**config.mk**
```make
export PLATFORM = sky130hd
export DESIGN_NAME = bitty_sequencer_flat
export DESIGN_NICKNAME = d
export VERILOG_FILES = /design/src/rtl/bitty_seq_if.sv /design/src/rtl/bitty_sequencer.sv /design/src/flat_wrapper.sv
export SDC_FILE = /design/constraint.sdc
export NUM_CORES = 1
export LEC_CHECK = 0
export CAP_MARGIN = 20
export CORE_ASPECT_RATIO = 1.2
export CORE_UTILIZATION = 46
export CTS_CLUSTER_DIAMETER = 120
export CTS_CLUSTER_SIZE = 20
export DETAILED_ROUTE_END_ITERATION = 10
export PLACE_DENSITY_LB_ADDON = 0.25
export REMOVE_ABC_BUFFERS = 1
export SLEW_MARGIN = 0
export SYNTH_ARGS = -nofsm -noshare
export SYNTH_HDL_FRONTEND = slang
export SYNTH_SLANG_ARGS = --single-unit
```
**constraint.sdc**
```tcl
create_clock -name clk -period 2.07 [get_ports clk]
set_input_delay 0.414 -clock clk [delete_from_list [all_inputs] [get_ports clk]]
set_output_delay 0.414 -clock clk [all_outputs]
set_load 0.1 [all_outputs]
```
**src/rtl/bitty_seq_if.sv**
```systemverilog
// Fetch and execute handshake bundle between the bitty sequencer and its memory/executor.
interface bitty_seq_if #(
  parameter int unsigned PC_WIDTH    = 8,
  parameter int unsigned INSTR_WIDTH = 16
);
  logic                   fetch_req;
  logic [PC_WIDTH-1:0]    fetch_addr;
  logic                   fetch_ack;
  logic [INSTR_WIDTH-1:0] fetch_instr;
  logic [PC_WIDTH-1:0]    branch_pc;
  logic                   exec_run;
  logic                   exec_done;

  modport master (
    output fetch_req, fetch_addr, exec_run,
    input  fetch_ack, fetch_instr, branch_pc, exec_done
  );

  modport slave (
    input  fetch_req, fetch_addr, exec_run,
    output fetch_ack, fetch_instr, branch_pc, exec_done
  );
endinterface

```
**src/rtl/bitty_sequencer.sv**
```systemverilog
// Fetch/decode/execute controller for the bitty core with single-step, halt requests,
// fetch/execute watchdog and a retired-instruction counter.
module bitty_sequencer #(
  parameter int unsigned PC_WIDTH    = 8,
  parameter int unsigned INSTR_WIDTH = 16,
  parameter int unsigned OPC_LSB     = 0,
  parameter logic [1:0]  IO_OPCODE   = 2'b11,
  parameter int unsigned TIMEOUT     = 1024,
  parameter int unsigned CNT_WIDTH   = 16
) (
  input  logic                   clk,
  input  logic                   reset,
  input  logic                   start,
  input  logic                   step_mode,
  input  logic                   halt_req,
  bitty_seq_if.master            bus,
  output logic [INSTR_WIDTH-1:0] instr,
  output logic [PC_WIDTH-1:0]    pc,
  output logic                   uart_sel,
  output logic                   busy,
  output logic                   halted,
  output logic                   timeout_err,
  output logic [CNT_WIDTH-1:0]   instr_count
);

  localparam int unsigned WD_W = (TIMEOUT > 2) ? $clog2(TIMEOUT) : 1;
  localparam logic [WD_W-1:0] WD_LAST = WD_W'(TIMEOUT - 1);

  typedef enum logic [2:0] {
    S_IDLE, S_FETCH, S_DECODE, S_PC_UPD, S_EXEC, S_WAIT, S_HALT, S_ERR
  } state_e;

  state_e                 state_q, state_d;
  logic [INSTR_WIDTH-1:0] instr_q, instr_d;
  logic [PC_WIDTH-1:0]    pc_q, pc_d;
  logic [CNT_WIDTH-1:0]   cnt_q, cnt_d;
  logic [WD_W-1:0]        wd_q, wd_d;
  logic                   io_q, io_d;
  logic                   err_q, err_d;
  logic                   halt_q, halt_d;

  always_ff @(posedge clk or negedge reset) begin
    if (!reset) begin
      state_q <= S_IDLE;
      instr_q <= '0;
      pc_q    <= '0;
      cnt_q   <= '0;
      wd_q    <= '0;
      io_q    <= 1'b0;
      err_q   <= 1'b0;
      halt_q  <= 1'b0;
    end else begin
      state_q <= state_d;
      instr_q <= instr_d;
      pc_q    <= pc_d;
      cnt_q   <= cnt_d;
      wd_q    <= wd_d;
      io_q    <= io_d;
      err_q   <= err_d;
      halt_q  <= halt_d;
    end
  end

  // Watchdog only advances while staying in FETCH or WAIT; every other path leaves it at zero.
  always_comb begin
    state_d = state_q;
    instr_d = instr_q;
    pc_d    = pc_q;
    cnt_d   = cnt_q;
    wd_d    = '0;
    io_d    = io_q;
    err_d   = err_q;
    halt_d  = halt_q | halt_req;
    case (state_q)
      S_IDLE, S_HALT, S_ERR: begin
        if (start) begin
          state_d = S_FETCH;
          err_d   = 1'b0;
          if (state_q != S_HALT) halt_d = 1'b0;
        end
      end
      S_FETCH: begin
        if (bus.fetch_ack) begin
          instr_d = bus.fetch_instr;
          state_d = S_DECODE;
        end else if (wd_q == WD_LAST) begin
          state_d = S_ERR;
          err_d   = 1'b1;
        end else begin
          wd_d = wd_q + WD_W'(1);
        end
      end
      S_DECODE: begin
        io_d    = (instr_q[OPC_LSB +: 2] == IO_OPCODE);
        state_d = S_PC_UPD;
      end
      S_PC_UPD: begin
        pc_d    = bus.branch_pc;
        state_d = S_EXEC;
      end
      S_EXEC: state_d = S_WAIT;
      S_WAIT: begin
        if (bus.exec_done) begin
          cnt_d = cnt_q + CNT_WIDTH'(1);
          if (step_mode || halt_d) begin
            state_d = S_HALT;
            halt_d  = 1'b0;
          end else begin
            state_d = S_FETCH;
            err_d   = 1'b0;
          end
        end else if (wd_q == WD_LAST) begin
          state_d = S_ERR;
          err_d   = 1'b1;
        end else begin
          wd_d = wd_q + WD_W'(1);
        end
      end
      default: state_d = S_IDLE;
    endcase
  end

  // Outputs decode from flops only, so reset clears them without waiting for a clock.
  assign bus.fetch_req  = (state_q == S_FETCH);
  assign bus.fetch_addr = pc_q;
  assign bus.exec_run   = (state_q == S_EXEC);
  assign uart_sel       = io_q && ((state_q == S_EXEC) || (state_q == S_WAIT));
  assign busy           = !((state_q == S_IDLE) || (state_q == S_HALT) || (state_q == S_ERR));
  assign halted         = (state_q == S_HALT);
  assign timeout_err    = err_q;
  assign instr          = instr_q;
  assign pc             = pc_q;
  assign instr_count    = cnt_q;

endmodule

```
**src/flat_wrapper.sv**
```systemverilog
// flat-port wrapper written by rule: the top's interface ports become plain ports
module bitty_sequencer_flat 
#(
  parameter int unsigned PC_WIDTH    = 8,
  parameter int unsigned INSTR_WIDTH = 16,
  parameter int unsigned OPC_LSB     = 0,
  parameter logic [1:0]  IO_OPCODE   = 2'b11,
  parameter int unsigned TIMEOUT     = 1024,
  parameter int unsigned CNT_WIDTH   = 16
)
  (clk, reset, start, step_mode, halt_req, instr, pc, uart_sel, busy, halted, timeout_err, instr_count, bus_fetch_req, bus_fetch_addr, bus_exec_run, bus_fetch_ack, bus_fetch_instr, bus_branch_pc, bus_exec_done);
  bitty_seq_if #(.PC_WIDTH(PC_WIDTH), .INSTR_WIDTH(INSTR_WIDTH)) bus_i ();
  input  logic clk;
  input  logic reset;
  input  logic start;
  input  logic step_mode;
  input  logic halt_req;
  output logic [INSTR_WIDTH-1:0] instr;
  output logic [PC_WIDTH-1:0] pc;
  output logic uart_sel;
  output logic busy;
  output logic halted;
  output logic timeout_err;
  output logic [CNT_WIDTH-1:0] instr_count;
  output wire logic [$bits(bus_i.fetch_req)-1:0] bus_fetch_req;
  output wire logic [$bits(bus_i.fetch_addr)-1:0] bus_fetch_addr;
  output wire logic [$bits(bus_i.exec_run)-1:0] bus_exec_run;
  input wire logic [$bits(bus_i.fetch_ack)-1:0] bus_fetch_ack;
  input wire logic [$bits(bus_i.fetch_instr)-1:0] bus_fetch_instr;
  input wire logic [$bits(bus_i.branch_pc)-1:0] bus_branch_pc;
  input wire logic [$bits(bus_i.exec_done)-1:0] bus_exec_done;
  assign bus_fetch_req = bus_i.fetch_req;
  assign bus_fetch_addr = bus_i.fetch_addr;
  assign bus_exec_run = bus_i.exec_run;
  assign bus_i.fetch_ack = bus_fetch_ack;
  assign bus_i.fetch_instr = bus_fetch_instr;
  assign bus_i.branch_pc = bus_branch_pc;
  assign bus_i.exec_done = bus_exec_done;
  bitty_sequencer #(.PC_WIDTH(PC_WIDTH), .INSTR_WIDTH(INSTR_WIDTH), .OPC_LSB(OPC_LSB), .IO_OPCODE(IO_OPCODE), .TIMEOUT(TIMEOUT), .CNT_WIDTH(CNT_WIDTH)) u_core (.clk(clk), .reset(reset), .start(start), .step_mode(step_mode), .halt_req(halt_req), .bus(bus_i), .instr(instr), .pc(pc), .uart_sel(uart_sel), .busy(busy), .halted(halted), .timeout_err(timeout_err), .instr_count(instr_count));
endmodule
```
### Yosys cells after proc, flatten, opt, wreduce, memory -nomap -nowiden

Index checks and enable logic that the tools add are counted.

* equality and inequality tests: 13
* bitwise operators: 1
* muxes and demuxes: 21
* reductions and logical operators: 12
* add/subtract/negate cells: 2

Operators with widths (number)
* two-way mux 10 bit: 3
* case mux 10 bit (2 select lines): 1
* case mux 3 bit (6 select lines): 1
* adder 16 x 1 -> 16 bit, second input constant: 1
* two-way mux 3 bit: 5
* == test 3 bit, second input constant: 4
* adder 10 x 1 -> 10 bit, second input constant: 1
* == test 10 bit, second input constant: 1
* two-way mux 1 bit: 9
* == test 3 x 2 -> 1 bit, second input constant: 2
* inequality test 3 bit, second input constant: 2
* logical OR 1 bit: 4
* inequality test 2 bit, second input constant: 2
* AND reduction 2 bit: 2
* AND reduction 4 bit: 1
* == test 3 x 1 -> 1 bit, second input constant: 1
* logical NOT 3 bit: 1
* case mux 1 bit (3 select lines): 1
* nonzero test 3 bit: 1
* OR reduction 3 bit: 1
* == test 2 bit, second input constant: 1
* case mux 1 bit (2 select lines): 1
* logical AND 1 bit: 1
* logical NOT 1 bit: 1
* OR 1 bit: 1

* word-level logic and storage cells: 57
* output and inout port bits: 54
* flip-flop bits (word level): 56
* input bits: 31

### Logic depth before layout (Yosys ltp)

Gate-level depths: netlist (run 1).

* word-level depth: 5
* mapped depth: 6
* gate-level depth less buffers: 5

### Worst setup path after synthesis (run 1)

OpenSTA, ideal clock, no wires.

* path type: reg-to-reg
* start: register u_core.state_q[2]
* end: register u_core.state_q[2]
* cell stages (with the launch flop): 6
* arrival time: 3.310 ns
* path slack: -1.305 ns
* clock period less this slack: 3.375 ns
* buffers on the path: 1
* required time: 2.005 ns
* library setup time: 0.065 ns
* cell sequence: dfrtp_1 -> buf_4 -> nor3b_1 -> nor2b_1 -> o211ai_1 -> a22o_1

* elaborated cells on any way between the ends: 14
* classes of those cells: eq/ne: 8; mux: 4; reduce/logical: 2

RTL lines
* from (decl): RTL line bitty_sequencer.sv:33 `state_e state_q, state_d;`
* from (signal assigned): RTL line bitty_sequencer.sv:53 `state_q <= state_d;`
* == test 3 bit
* via bus_exec_run: RTL line flat_wrapper.sv:27 `output wire logic [$bits(bus_i.exec_run)-1:0] bus_exec_run;`
* case mux 3 bit (6 select lines): RTL line bitty_sequencer.sv:74 `case (state_q)`

The timed path passes the listed nets, and every way through them passes these cells.
A chain may end at the register's enable or synchronous reset.

### Worst setup path in the final report (run 1)

* start: register u_core.state_q[1]
* end: output bus_fetch_req

* word-level cells in the longest chain between the ends: 1

Ends and longest elaborated chain
* == test 3 x 1 -> 1 bit: RTL line bitty_sequencer.sv:124 `assign bus.fetch_req = (state_q == S_FETCH);`
* to (decl): RTL line flat_wrapper.sv:25 `output wire logic [$bits(bus_i.fetch_req)-1:0] bus_fetch_req;`

No other way between the ends.

==> impl_results.md, run 1 <==
* Status: finished, violations left
* Failing checks: design-rule violations
* Vias in the first global route at 1,991
* Gpl congestion at a little over 0.8
* Skew final at 0.00476 ns
* Vias at 1,989
* Final wirelength at around 5300 um
* Worst path required time at about 1.7 ns
* Max cap viols at 0
* Drt via density at about 5.3
* Most common cell after layout, fill and taps aside: dfrtp_1
* Residual DRC count at 8
* R2R Path End: u_core.instr_count[13]
* Final setup viols at 0
* Finished Layout Cells at ~380
* Die width at 71.2 um
* Ys flop type: dfrtp_1
* Final ANT Viol Nets at 0
* Slew Limit Fails at 0
* Hold buffers post-CTS at 0
* Core ar. at 0.00541 mm^2
* Commonest cells after routing, fill and taps aside: dfrtp_1, buf_4, clkdlybuf4s50_1
* Routed length per instance at between 10 and 15 um
* RSZ-0062 raised after global routing: no
* CP max FO at 8
* Fin nets at between 300 and 400
* FF-to-FF path depth at 5
* Synthesized area at 0.00265 mm^2
* Seq cells post-synth at 56
* Fin crit share at 0.954
* Asr flop ratio synth at 1.00
* H-tree depth at 2
* I/O Buffers at between 80 and 90
* Root Driver: clkbuf_8
* Area added between synthesis and finish at 35.7%
* Clk sinks at 56
* Startpoint Class: register
* Layout cells sized above 1 at 0.323
* Final hold violation count at 0
* CTS tree: done
* Clock Pin Slew Worst Setup and Hold Paths at ~0.090 ns
* Overall global routing resource usage at 0.190
* Longest Clk Path Bufs at 2
* Initial Utilization at 0.489
* Num CTS Buffers at 5
* Fmax at 506 MHz
* Reg2reg start: u_core.state_q[1]
* Internal reg-to-reg setup slack at a little over 0.4 ns
* Clk_lat worst skew at about 0.3 ns
* Crit path time final at a little under 2 ns
* Seq/Total Area, Yosys at 0.530
* Die height at about 85 um
* Setup_tns at 0 ns
* Post-synthesis cell type count at between 40 and 50
* Row count at 29
* Wire length of the first global-routing pass at between 9000 and 10,000 um
* Warnings from Yosys at 0
* Fill cells at about 430
* Die ar. at roughly 0.0061 mm^2
* Ports at 85
* Crit end category: output pin
* Slew @ Worst Pin at just over 0.5 ns
* Finished Core Util at 0.664
* Relative slew slack at 0.654
* Syn Inst Count at 230
* Avg Cell Area, Syn at around 12 um^2
* Hold WC Path Type: input pin to asynchronous set/reset pin
* Worst path arrival time at 1.56 ns
* Initial antenna violation count at 0
* Final HPWL DP at 3910 um
* Total congestion overflow at 0
* Largest net degree at the start of global routing at 35
* First-iteration detailed-routing DRC count at 45
* Crit path kind: register to output pin
* First-pass DRT Iterations at 7
* # diodes at 0
* Pre-CTS setup slack at approximately 0.090 ns
* Placed cells at between 300 and 400
* Post-synth EDFFs at 0
* Final WS setup at between 0.09 and 0.1 ns
-- synthesized netlist by cell type (4+ instances only) --
cell type / number / area share
a21oi_1: 4 / 0.0076
buf_4: 10 / 0.028
dfrtp_1: 56 / 0.53
ha_1: 4 / 0.019
mux2_2: 24 / 0.10
nand2_1: 16 / 0.023
nand2b_1: 5 / 0.012
nand3_1: 12 / 0.023
nand4_1: 6 / 0.014
nor2_1: 21 / 0.030
nor2b_1: 4 / 0.0095
nor3_1: 4 / 0.0076
o21ai_0: 4 / 0.0076
xnor2_1: 11 / 0.036
xor2_1: 12 / 0.040
-- logic make-up after synthesis --
logic type / Yosys count / share of synthesized area
multiplexers: 24 / 0.102
flip-flops: 56 / 0.530
AO/OA/AOI/OAI: 18 / 0.0449
AND/OR/NAND/NOR: 88 / 0.188
buffers and inverters: 17 / 0.0397
XOR/XNOR: 23 / 0.0762
adder cells (fa/ha/maj): 4 / 0.0189
-- critical path: stages, from the launching register on --
cell,delay [ns]
dfrtp_2,0.46
buf_4,0.19
nor2_1,0.16
and2_1,0.25
buf_12,0.20
-- stage by stage --
stage,instance area (um^2),hold slack (ns)
final,3590,0.0765
after detailed placement,3450,0.422
after global placement,3450,0.414
after CTS,3580,0.0863
after floorplan,2550,0.118
after global routing,3590,0.109
-- sequential cells by signal, indices dropped and copies added (netlist names) --
name,flops
u_core.bus.fetch_addr,8
u_core.halt_q,1
u_core.instr,16
u_core.instr_count,16
u_core.io_q,1
u_core.state_q,3
u_core.timeout_err,1
u_core.wd_q,10
-- worst max path at each step --
stage | cells after the start | slack [ns] | to | start
final | 4 | 0.09 | bus_fetch_req | u_core.state_q[1]
after global routing | 4 | 0.03 | bus_fetch_req | u_core.state_q[1]
after CTS | 3 | 0.02 | bus_exec_run | u_core.state_q[1]
after detailed placement | 5 | 0.09 | u_core.timeout_err | halt_req
after global placement | 5 | 0.15 | u_core.timeout_err | halt_req
after floorplan | 4 | -1.29 | u_core.state_q[2] | u_core.state_q[2]
-- repair_timing --
item,CTS,global route
pin swaps,0,0
setup endpoints to repair,2,3
buffers inserted,0,0
cloned,0,0
gates resized for setup,2,3
-- routing by layer --
layer / part of all wire / routed length [um] / vias up / global-route usage
li1: - / - / 952 / -
met1: 0.42 / 2220 / 956 / 0.232
met2: 0.50 / 2690 / 75 / 0.322
met3: 0.063 / 338 / 6 / 0.0475
met4: 0.016 / 87 / 0 / 0.0745
met5: 0 / 0 / - / 0
-- final cells by class --
type                       instances  area [um^2]  share of cell area
tap                               62         77.6              0.0216
inverter                           3         11.3             0.00314
sequential                        56         1410               0.391
multi-input combinational        157         1140               0.319
clock inverter                     1         30.0             0.00837
timing repair buffer              89          826               0.230
clock buffer                       7         96.3              0.0268
Power of run 1 is not shown: default switching activity piles up to over one toggle a cycle in this logic, so the estimate is an artifact.
==> run 2: changes to the inputs <==
--- a/config.mk
+++ b/config.mk
@@ -12,5 +12,5 @@
 export CTS_CLUSTER_SIZE = 20
 export DETAILED_ROUTE_END_ITERATION = 10
-export PLACE_DENSITY_LB_ADDON = 0.25
+export PLACE_DENSITY = 0.92
 export REMOVE_ABC_BUFFERS = 1
 export SLEW_MARGIN = 0
==> constraint.sdc (replaced) <==
create_clock -name clk -period 2.07 [get_ports clk]
set_input_delay 0.414 -clock clk [delete_from_list [all_inputs] [get_ports clk]]
set_output_delay 0.414 -clock clk [all_outputs]
set_load 0.05 [all_outputs]
==> run 2 against run 1 <==
Net effect: the flow still finishes with violations (design-rule violations); maximum frequency shrank 3.1%; wire length grew 0.77%; non-clock buffer count did not move.
==> impl_results.md, run 2 (synthesis results as in run 1) <==
* Crit path time final at 2.04 ns (was 1.98 ns)
* Final hold violation count at 0 (unchanged)
* Reg2reg start: u_core.state_q[2] (was u_core.state_q[1])
* Design Power at 5.53 mW
* Fin crit share at 0.985 (was 0.954)
* Crit-path slowest cell: clkdlybuf4s50_1 (was dfrtp_2)
* Status: finished, violations left (unchanged)
* Startpoint Class: register (unchanged)
* Vias in the first global route at 2,045 (was 1,991)
* I/O Buffers at 84 (unchanged)
* Hold WC Path Type: input pin to asynchronous set/reset pin (unchanged)
* First-pass DRT Iterations at 8 (was 7)
* Die width at 71.2 um (unchanged)
* Final setup viols at 0 (unchanged)
* CP Depth at 1 (was 4)
* Core ar. at 0.00541 mm^2 (unchanged)
* Post-CTS setup buffers at 0 (unchanged)
* Worst VDD drop at 1.27 mV
* CP top delay family: buffers and inverters (was flip-flops)
* Commonest cells after routing, fill and taps aside: clkdlybuf4s50_1, dfrtp_1, mux2_2 (was dfrtp_1, buf_4, clkdlybuf4s50_1)
* Largest net degree at the start of global routing at 35 (unchanged)
* Clk sinks at 56 (unchanged)
* Layout cells sized above 1 at 0.157 (was 0.323)
* Placed cells at 367 (unchanged)
* Longest Clk Path Bufs at 2 (unchanged)
* Hold buffers post-CTS at 0 (unchanged)
* Clock Pin Slew Worst Setup and Hold Paths at 0.10 ns (was 0.09 ns)
* Finished Layout Cells at 375 (unchanged)
* Fill cells at 431 (was 426)
* Final HPWL DP at 4010 um (was 3910 um)
* FF-to-FF path depth at 6 (was 5)
* Residual DRC count at 5 (was 8)
* Wire length of the first global-routing pass at 8970 um (was 9030 um)
* Slew Limit Fails at 0 (unchanged)
* Routed length per instance at 14.3 um (was 14.2 um)
* Final wirelength at 5380 um (was 5340 um)
* Pwr Density at roughly 1500 mW/mm^2
* Cell leakage power at between 1.5 and 2 nW
* Final ANT Viol Nets at 0 (unchanged)
* Finished Core Util at 0.678 (was 0.664)
* Area added between synthesis and finish at 38.6% (was 35.7%)
* CTS tree: done (unchanged)
* Die ar. at 0.00606 mm^2 (unchanged)
* First-iteration detailed-routing DRC count at 48 (was 45)
* Total congestion overflow at 0 (unchanged)
* Vias at 2,029 (was 1,989)
* Skew final at 0.00871 ns (was 0.00476 ns)
* Gpl congestion at 0.881 (was 0.825)
* Drt via density at 5.41 (was 5.30)
* Initial antenna violation count at 0 (unchanged)
* Initial Utilization at 0.489 (unchanged)
* Die height at 85.1 um (unchanged)
* Fmax at 490 MHz (was 506 MHz)
* Crit path kind: register to output pin (unchanged)
* Slowest stage delay, CP at 0.84 ns (was 0.46 ns)
* Fin nets at 347 (unchanged)
* Row count at 29 (unchanged)
* Clk_lat worst skew at 0.31 ns (was 0.30 ns)
* Num CTS Buffers at 5 (unchanged)
* Worst path required time at 1.66 ns (about the same)
* Root Driver: clkbuf_8 (unchanged)
* Relative slew slack at 0.658 (was 0.654)
* Overall global routing resource usage at 0.187 (was 0.190)
* Worst path arrival time at 1.63 ns (was 1.56 ns)
* WHS at 0.0539 ns (was 0.0765 ns)
* RSZ-0062 raised after global routing: no (unchanged)
* Ports at 85 (unchanged)
* Crit end category: output pin (unchanged)
* H-tree depth at 2 (unchanged)
* CP max FO at 6 (was 8)
* Most common cell after layout, fill and taps aside: clkdlybuf4s50_1 (was dfrtp_1)
* Slew @ Worst Pin at 0.511 ns (was 0.519 ns)
* Post-CTS resize count at 2 (unchanged)
* Failing checks: design-rule violations (unchanged)
* WP buf/inv at 1 (was 2)
* Max cap viols at 0 (unchanged)
* Crit. Startpoint: u_core.instr_count[5] (was u_core.state_q[1])
* # diodes at 0 (unchanged)
* Crit-path cells: clkdlybuf4s50_1 (was buf_4, nor2_1, and2_1, buf_12)
==> run 2: power breakdown <==
part	switching [mW]	total (mW)	internal (mW)
clock network	0.348	0.707	0.360
logic	1.94	3.15	1.20
registers	0.258	1.68	1.42
==> run 2: metrics by stage <==
| stage | setup WS [ns] | cell area (um^2) | setup TNS [ns] |
|---|---|---|---|
| after floorplan | -0.217 | 2550 | -0.603 |
| after global placement | 0.147 | 3550 | 0 |
| after detailed placement | 0.0929 | 3550 | 0 |
| after CTS | 0.0195 | 3660 | 0 |
| after global routing | 0.00618 | 3660 | 0 |
| final | 0.0307 | 3660 | 0 |
==> run 2: final timing paths <==
| path | to | slack [ns] |
|---|---|---|
| worst min register to register | u_core.io_q | 0.50 |
| min in group clk | u_core.io_q | 0.50 |
| worst min-delay path | u_core.instr_count[10] | 0.05 |
| worst max register to register | u_core.timeout_err | 0.44 |
| worst max-delay path | instr_count[5] | 0.03 |
| max in group asynchronous | u_core.state_q[0] | 1.45 |
==> run 2: metal layers <==
layer	track usage	routed length, um
met1	0.211	2130
met2	0.343	2830
met3	0.0523	353
met4	0.0473	58
met5	0	0
==> run 2: worst register-to-register path, cell delays in order (launching register included) <==
cell and delay, ns:
dfrtp_2 0.51, buf_4 0.19, ha_1 0.26, nor2b_1 0.14, o21bai_1 0.09, nor4_1 0.20, a2bb2oi_1 0.17
==> run 2: area by class of cell <==
cell class	count	area, um^2	share of cell area
Tap cell	62	77.6	0.0212
Clock buffer	6	72.6	0.0198
Sequential cell	56	1400	0.383
Inverter	3	11.3	0.00307
Timing Repair Buffer	89	926	0.253
Multi-Input combinational cell	157	1140	0.311
Clock inverter	2	35.0	0.00956
No activity file was read; power rests on OpenSTA's default activity.
